### config.mk
export PLATFORM = sky130hd
export DESIGN_NAME = parking_cmd_driver
export DESIGN_NICKNAME = d
export VERILOG_FILES = /design/src/rtl/parking_pkg.sv /design/src/rtl/parking_cmd_fifo.sv /design/src/rtl/parking_cmd_driver.sv
export SDC_FILE = /design/constraint.sdc
export NUM_CORES = 1
export LEC_CHECK = 0
export CAP_MARGIN = 30
export CELL_PAD_IN_SITES_DETAIL_PLACEMENT = 0
export CELL_PAD_IN_SITES_GLOBAL_PLACEMENT = 1
export CORE_MARGIN = 4
export CORE_UTILIZATION = 50
export CTS_CLUSTER_DIAMETER = 50
export DETAILED_ROUTE_END_ITERATION = 8
export HOLD_SLACK_MARGIN = 0.08
export PLACE_DENSITY_LB_ADDON = 0.1
export SYNTH_ARGS = -nofsm -noshare
export SYNTH_HDL_FRONTEND = slang
export SYNTH_HIERARCHICAL = 1
export SYNTH_SLANG_ARGS = --single-unit
### constraint.sdc
create_clock -name clock -period 5.7 [get_ports clock]
set_input_delay 0.57 -clock clock [delete_from_list [all_inputs] [get_ports clock]]
set_output_delay 0.57 -clock clock [all_outputs]
set_load 0.01 [all_outputs]
### src/rtl/parking_pkg.sv
// Shared types for the parking lot command driver: command codes, packed command, FSM states.
// Latency: n/a (types only).
// Backpressure: n/a (types only).
package parking_pkg;

    localparam logic [1:0] CMD_IN   = 2'd0;
    localparam logic [1:0] CMD_OUT  = 2'd1;
    localparam logic [1:0] CMD_LEAK = 2'd2;
    localparam logic [1:0] CMD_RSVD = 2'd3;

    typedef struct packed {
        logic [1:0]  ctype;
        logic [15:0] plate;
        logic [2:0]  floor;
    } cmd_t;

    localparam int CMD_W = $bits(cmd_t);

    typedef enum logic [1:0] {
        ST_IDLE,
        ST_DRIVE,
        ST_LEAK,
        ST_GAP
    } state_t;

    // True when every nibble of the plate is a decimal digit.
    function automatic logic plate_is_bcd(input logic [15:0] plate);
        logic ok;
        ok = 1'b1;
        for (int i = 0; i < 4; i++) begin
            if (plate[i*4 +: 4] > 4'd9) ok = 1'b0;
        end
        return ok;
    endfunction

endpackage

### src/rtl/parking_cmd_fifo.sv
// Synchronous show-ahead command FIFO with registered occupancy count.
// Latency: a push at edge k is visible on head_dat after edge k.
// Backpressure: push ignored when full, pop ignored when empty.
module parking_cmd_fifo #(
    parameter int DEPTH = 4,
    parameter int WIDTH = 21
) (
    input  logic                     clock,
    input  logic                     reset,
    input  logic                     push,
    input  logic [WIDTH-1:0]         push_dat,
    input  logic                     pop,
    output logic [WIDTH-1:0]         head_dat,
    output logic [$clog2(DEPTH):0]   count,
    output logic                     full,
    output logic                     empty
);

    localparam int AW = $clog2(DEPTH);
    localparam int CW = AW + 1;

    logic [WIDTH-1:0] mem [DEPTH];
    logic [AW-1:0]    wr_ptr;
    logic [AW-1:0]    rd_ptr;
    logic             do_push;
    logic             do_pop;

    assign do_push = push & ~full;
    assign do_pop  = pop & ~empty;

    always_ff @(posedge clock) begin
        if (reset) begin
            wr_ptr <= '0;
            rd_ptr <= '0;
            count  <= '0;
        end else begin
            if (do_push) wr_ptr <= wr_ptr + AW'(1);
            if (do_pop)  rd_ptr <= rd_ptr + AW'(1);
            case ({do_push, do_pop})
                2'b10:   count <= count + CW'(1);
                2'b01:   count <= count - CW'(1);
                default: count <= count;
            endcase
        end
    end

    // Storage needs no reset: the pointers alone define which entries are live.
    always_ff @(posedge clock) begin
        if (do_push) mem[wr_ptr] <= push_dat;
    end

    assign head_dat = mem[rd_ptr];
    assign full     = (count == CW'(DEPTH));
    assign empty    = (count == '0);

endmodule

### src/rtl/parking_cmd_driver.sv
// Turns queued host commands into parking_lot_top pulses; PARKING_CMD_BCD_CHECK_EN drops non-BCD IN/OUT plates.
// Latency: push at edge k into an idle, empty driver shows on the lot outputs at edge k+2.
// Backpressure: cmd_ready = !full from registered occupancy; IN/OUT wait for !lot_busy, LEAK does not.
module parking_cmd_driver
    import parking_pkg::*;
#(
    parameter int DEPTH     = 4,
    parameter int GAP       = 1,
    parameter int LEAK_HOLD = 7
) (
    input  logic                     clock,
    input  logic                     reset,
    input  logic                     cmd_valid,
    output logic                     cmd_ready,
    input  logic [1:0]               cmd_type,
    input  logic [15:0]              cmd_plate,
    input  logic [2:0]               cmd_floor,
    input  logic                     lot_busy,
    output logic [15:0]              license_plate,
    output logic                     in_mode,
    output logic                     out_mode,
    output logic                     leakage,
    output logic [2:0]               leakage_floor,
    output logic [$clog2(DEPTH):0]   fifo_level,
    output logic [7:0]               issued_cnt,
    output logic                     err_drop
);

    localparam int LW = $clog2(LEAK_HOLD + 1);
    localparam int GW = $clog2(GAP + 1);
    localparam logic [LW-1:0] LEAK_LAST = LW'(LEAK_HOLD - 1);
    localparam logic [GW-1:0] GAP_LAST  = GW'(GAP - 1);

    state_t          state;
    state_t          state_nxt;
    cmd_t            push_cmd;
    cmd_t            head;
    cmd_t            cmd_q;
    logic            fifo_full;
    logic            fifo_empty;
    logic            push;
    logic            pop;
    logic            load;
    logic            drop;
    logic            dispatch;
    logic            plate_ok;
    logic            ready_q;
    logic [LW-1:0]   leak_cnt;
    logic [GW-1:0]   gap_cnt;

    assign push_cmd  = '{ctype: cmd_type, plate: cmd_plate, floor: cmd_floor};
    assign cmd_ready = ready_q & ~fifo_full;
    assign push      = cmd_valid & cmd_ready;

    parking_cmd_fifo #(
        .DEPTH (DEPTH),
        .WIDTH (CMD_W)
    ) u_fifo (
        .clock    (clock),
        .reset    (reset),
        .push     (push),
        .push_dat (push_cmd),
        .pop      (pop),
        .head_dat (head),
        .count    (fifo_level),
        .full     (fifo_full),
        .empty    (fifo_empty)
    );

`ifdef PARKING_CMD_BCD_CHECK_EN
    assign plate_ok = plate_is_bcd(head.plate);
`else
    assign plate_ok = 1'b1;
`endif

    // The last GAP cycle makes the same head decision as IDLE, so pulses can
    // start every 1+GAP cycles rather than paying an extra IDLE cycle.
    always_comb begin
        state_nxt = state;
        dispatch  = 1'b0;
        pop       = 1'b0;
        load      = 1'b0;
        drop      = 1'b0;
        case (state)
            ST_IDLE:  dispatch = 1'b1;
            ST_DRIVE: state_nxt = ST_GAP;
            ST_LEAK:  if (leak_cnt == LEAK_LAST) state_nxt = ST_GAP;
            ST_GAP: begin
                if (gap_cnt == GAP_LAST) begin
                    state_nxt = ST_IDLE;
                    dispatch  = 1'b1;
                end
            end
            default:  state_nxt = ST_IDLE;
        endcase

        if (dispatch && !fifo_empty) begin
            if ((head.ctype == CMD_RSVD) ||
                (head.ctype == CMD_LEAK && head.floor == 3'd0) ||
                (head.ctype != CMD_LEAK && !plate_ok)) begin
                pop  = 1'b1;
                drop = 1'b1;
            end else if (head.ctype == CMD_LEAK) begin
                pop       = 1'b1;
                load      = 1'b1;
                state_nxt = ST_LEAK;
            end else if (!lot_busy) begin
                pop       = 1'b1;
                load      = 1'b1;
                state_nxt = ST_DRIVE;
            end
        end
    end

    always_ff @(posedge clock) begin
        if (reset) begin
            state    <= ST_IDLE;
            cmd_q    <= '0;
            leak_cnt <= '0;
            gap_cnt  <= '0;
            ready_q  <= 1'b0;
        end else begin
            state    <= state_nxt;
            ready_q  <= 1'b1;
            if (load) cmd_q <= head;
            leak_cnt <= (state == ST_LEAK) ? leak_cnt + LW'(1) : '0;
            gap_cnt  <= (state == ST_GAP)  ? gap_cnt + GW'(1)  : '0;
        end
    end

    // Lot outputs are registered copies of the current state, one edge behind it.
    always_ff @(posedge clock) begin
        if (reset) begin
            license_plate <= '0;
            in_mode       <= 1'b0;
            out_mode      <= 1'b0;
            leakage       <= 1'b0;
            leakage_floor <= '0;
            issued_cnt    <= '0;
            err_drop      <= 1'b0;
        end else begin
            license_plate <= (state == ST_DRIVE) ? cmd_q.plate : '0;
            in_mode       <= (state == ST_DRIVE) && (cmd_q.ctype == CMD_IN);
            out_mode      <= (state == ST_DRIVE) && (cmd_q.ctype == CMD_OUT);
            leakage       <= (state == ST_LEAK);
            leakage_floor <= (state == ST_LEAK) ? cmd_q.floor : '0;
            err_drop      <= drop;
            if ((state == ST_DRIVE) || (state == ST_LEAK && leak_cnt == '0))
                issued_cnt <= issued_cnt + 8'd1;
        end
    end

endmodule
==> results.cfg <==
[run_status]
status = completed

[timing]
hold_violations = 0
drv_slew = 0
setup_viol = 0
setup_slack_ns = 2.49
finClkSkew_ns = 0.00811
period_minus_slack_ns = 3.21
fin_setup_tns_ns = 0
period_share = 0.564
rsz0062_at_grt = false
slew_headroom = 0.338
timing.fmax_mhz = 311
worst_pin_slew_ns = 0.992

[synthesis]
yosysUniqueCellTypes = 47
yosys.area.top_type = edfxtp_1
postSynthCellCount = 397
synth_nets = 436
synthFlopType = edfxtp_1
avgSynthCellArea_um2 = 14.6
synth_top_area_share = 0.434
yosys-top-cells-area = edfxtp_1, dfxtp_1, mux4_2
synth-edff-count = 84
ys_ff_latch = 152
post-synth-top-count-cell = edfxtp_1
ys_top_cells_by_count = edfxtp_1, dfxtp_1, a21oi_1, and2_1, mux4_2
async_flop_share = 0
synth_seq_area_share = 0.669
synthesis.area_um2 = 5810
ys_warn_count = 6

[clock_network]
clk_pin_slew_ns = 0.06
cts_max_path_buffers = 2
numCtsBuffers = 17
h-tree-depth = 4
cts.sink_count = 152
clk_latency_ns = 0.42
cts_resized = 0
postCtsSetupRepairBufs = 0
cts_tree = done
holdBufCountCts = 0
root_buffer = clkbuf_16

[routing]
first_pass_iters = 4
drc = 0
totalWireLength_mm = 9.83
via_count = 3200
routedWlPerCell_um = 15.9
first_iter_violations = 169
antenna_left = 0
vias_per_cell = 5.18

[floorplanning]
die_height_um = 116
die_width_um = 116
rows = 39
start_util = 0.509
dieArea_um2 = 13400
core_um2 = 11400
pin_count = 60

[final_layout]
layout.nets = 501
antenna_cells = 0
fin_cells = 618
drive_gt1_frac = 0.145
utilization = 0.624
syn_to_final_growth_pct = 22.7

[global_route]
grt_start_max_net_pins = 43
grt_pass1_wl_mm = 16.4
grt-ovfl-total = 0
antenna_found_initial = 0
grt_pass1_vias = 3199
grt_use_total = 0.162

[placement]
post-place-cells = 586
gp_congestion = 0.751
post-place-ws_ns = 2.47
io_buffers = 59
dp_hpwl_mm = 6.60

[worst_setup_path]
cp-start-kind = register
worstPathRequired_ns = 6.05
criticalPathCategory = reg2reg
end_kind = register
crit_arrival_ns = 3.56
worstPathMaxFanout = 21

[flow_run]
maxCapViolations = 0

[power_and_ir_drop]
leakage_nw = 2.44
ir_drop_uv = 284
p_per_area_nw_per_um2 = 369

[worst_hold_path]
min_path_type = reg2reg
[report_power, final]
part | total (W) | internal, W | switching, W
logic | 0.000279 | 0.000114 | 0.000165
registers | 0.00123 | 0.00120 | 0.0000258
clock network | 0.00113 | 0.000663 | 0.000463
[placed cells by master, fill, tap and decap left out, types with 17 or more instances in the layout]
master,instances
edfxtp_1,84
mux4_2,21
clkbuf_16,17
nand3_1,20
a21oi_1,31
dfxtp_1,68
and2_1,26
clkdlybuf4s50_1,59
nor2_1,19
o21ai_1,19
inv_1,17
[per-layer routing]
layer	up-vias	track usage	routed length, um
li1	1601	-	-
met1	1515	0.216	4530
met2	68	0.253	4610
met3	16	0.0460	527
met4	0	0.0650	174
met5	-	0	0
[worst max-delay path, cell delays in order, from the launching register on]
cell     delay, ns
dfxtp_1       0.97
mux4_2        0.47
inv_1         0.08
a21oi_1       0.19
o31ai_1       0.13
inv_1         0.08
ha_1          0.17
inv_1         0.06
fa_1          0.37
xor2_1        0.16
or3_1         0.31
a21oi_1       0.14
[area by class of cell]
| class | instances | area [um2] |
|---|---|---|
| clock buffers | 17 | 425 |
| clock inverters | 15 | 181 |
| fillers | 913 | 4290 |
| inverters | 17 | 63.8 |
| multi-input cells | 209 | 1730 |
| flip-flops and latches | 152 | 3880 |
| well taps | 143 | 179 |
| repair buffers | 65 | 666 |
[stage by stage]
step,total power [W],hold slack [ns],area (um2)
3_3_place_gp,0.00152,0.420,6460
6_report,0.00263,0.451,7130
3_5_place_dp,0.00153,0.430,6520
5_1_grt,0.00275,0.478,7130
4_1_cts,0.00266,0.456,7130
2_1_floorplan,0.00147,0.409,5810
[worst paths after layout]
path | startpoint | end | slack [ns] | cells past startpoint
setup reg to reg | register | u_fifo/count[2] | 2.49 | 11
setup / recovery | register | u_fifo/count[2] | 2.49 | 11
hold / removal | leak_cnt[0] | leak_cnt[0] | 0.45 | 1
hold reg to reg | leak_cnt[0] | leak_cnt[0] | 0.45 | 1
[state kept, by name (all words and copies together), names as in the netlist, named ones only]
register       cells
u_fifo/mem        84
cmd_q             21
license_plate     16
issued_cnt         8
leak_cnt           3
leakage_floor      3
u_fifo/count       3
state              2
u_fifo/rd_ptr      2
u_fifo/wr_ptr      2
err_drop           1
gap_cnt            1
in_mode            1
leakage            1
out_mode           1
ready_q            1
[cell families (layout without fill, tap and decap cells)]
logic type,Yosys count,count (layout),share of synthesized area
flip-flops,152,152,0.669
AND/OR/NAND/NOR,88,88,0.0864
AO/OA/AOI/OAI,73,73,0.0786
buffers and inverters,36,114,0.0336
multiplexers,23,23,0.0849
adder cells (fa/ha/maj),14,14,0.0314
XOR/XNOR,11,11,0.0166
Power figures use the tool's default switching activity.
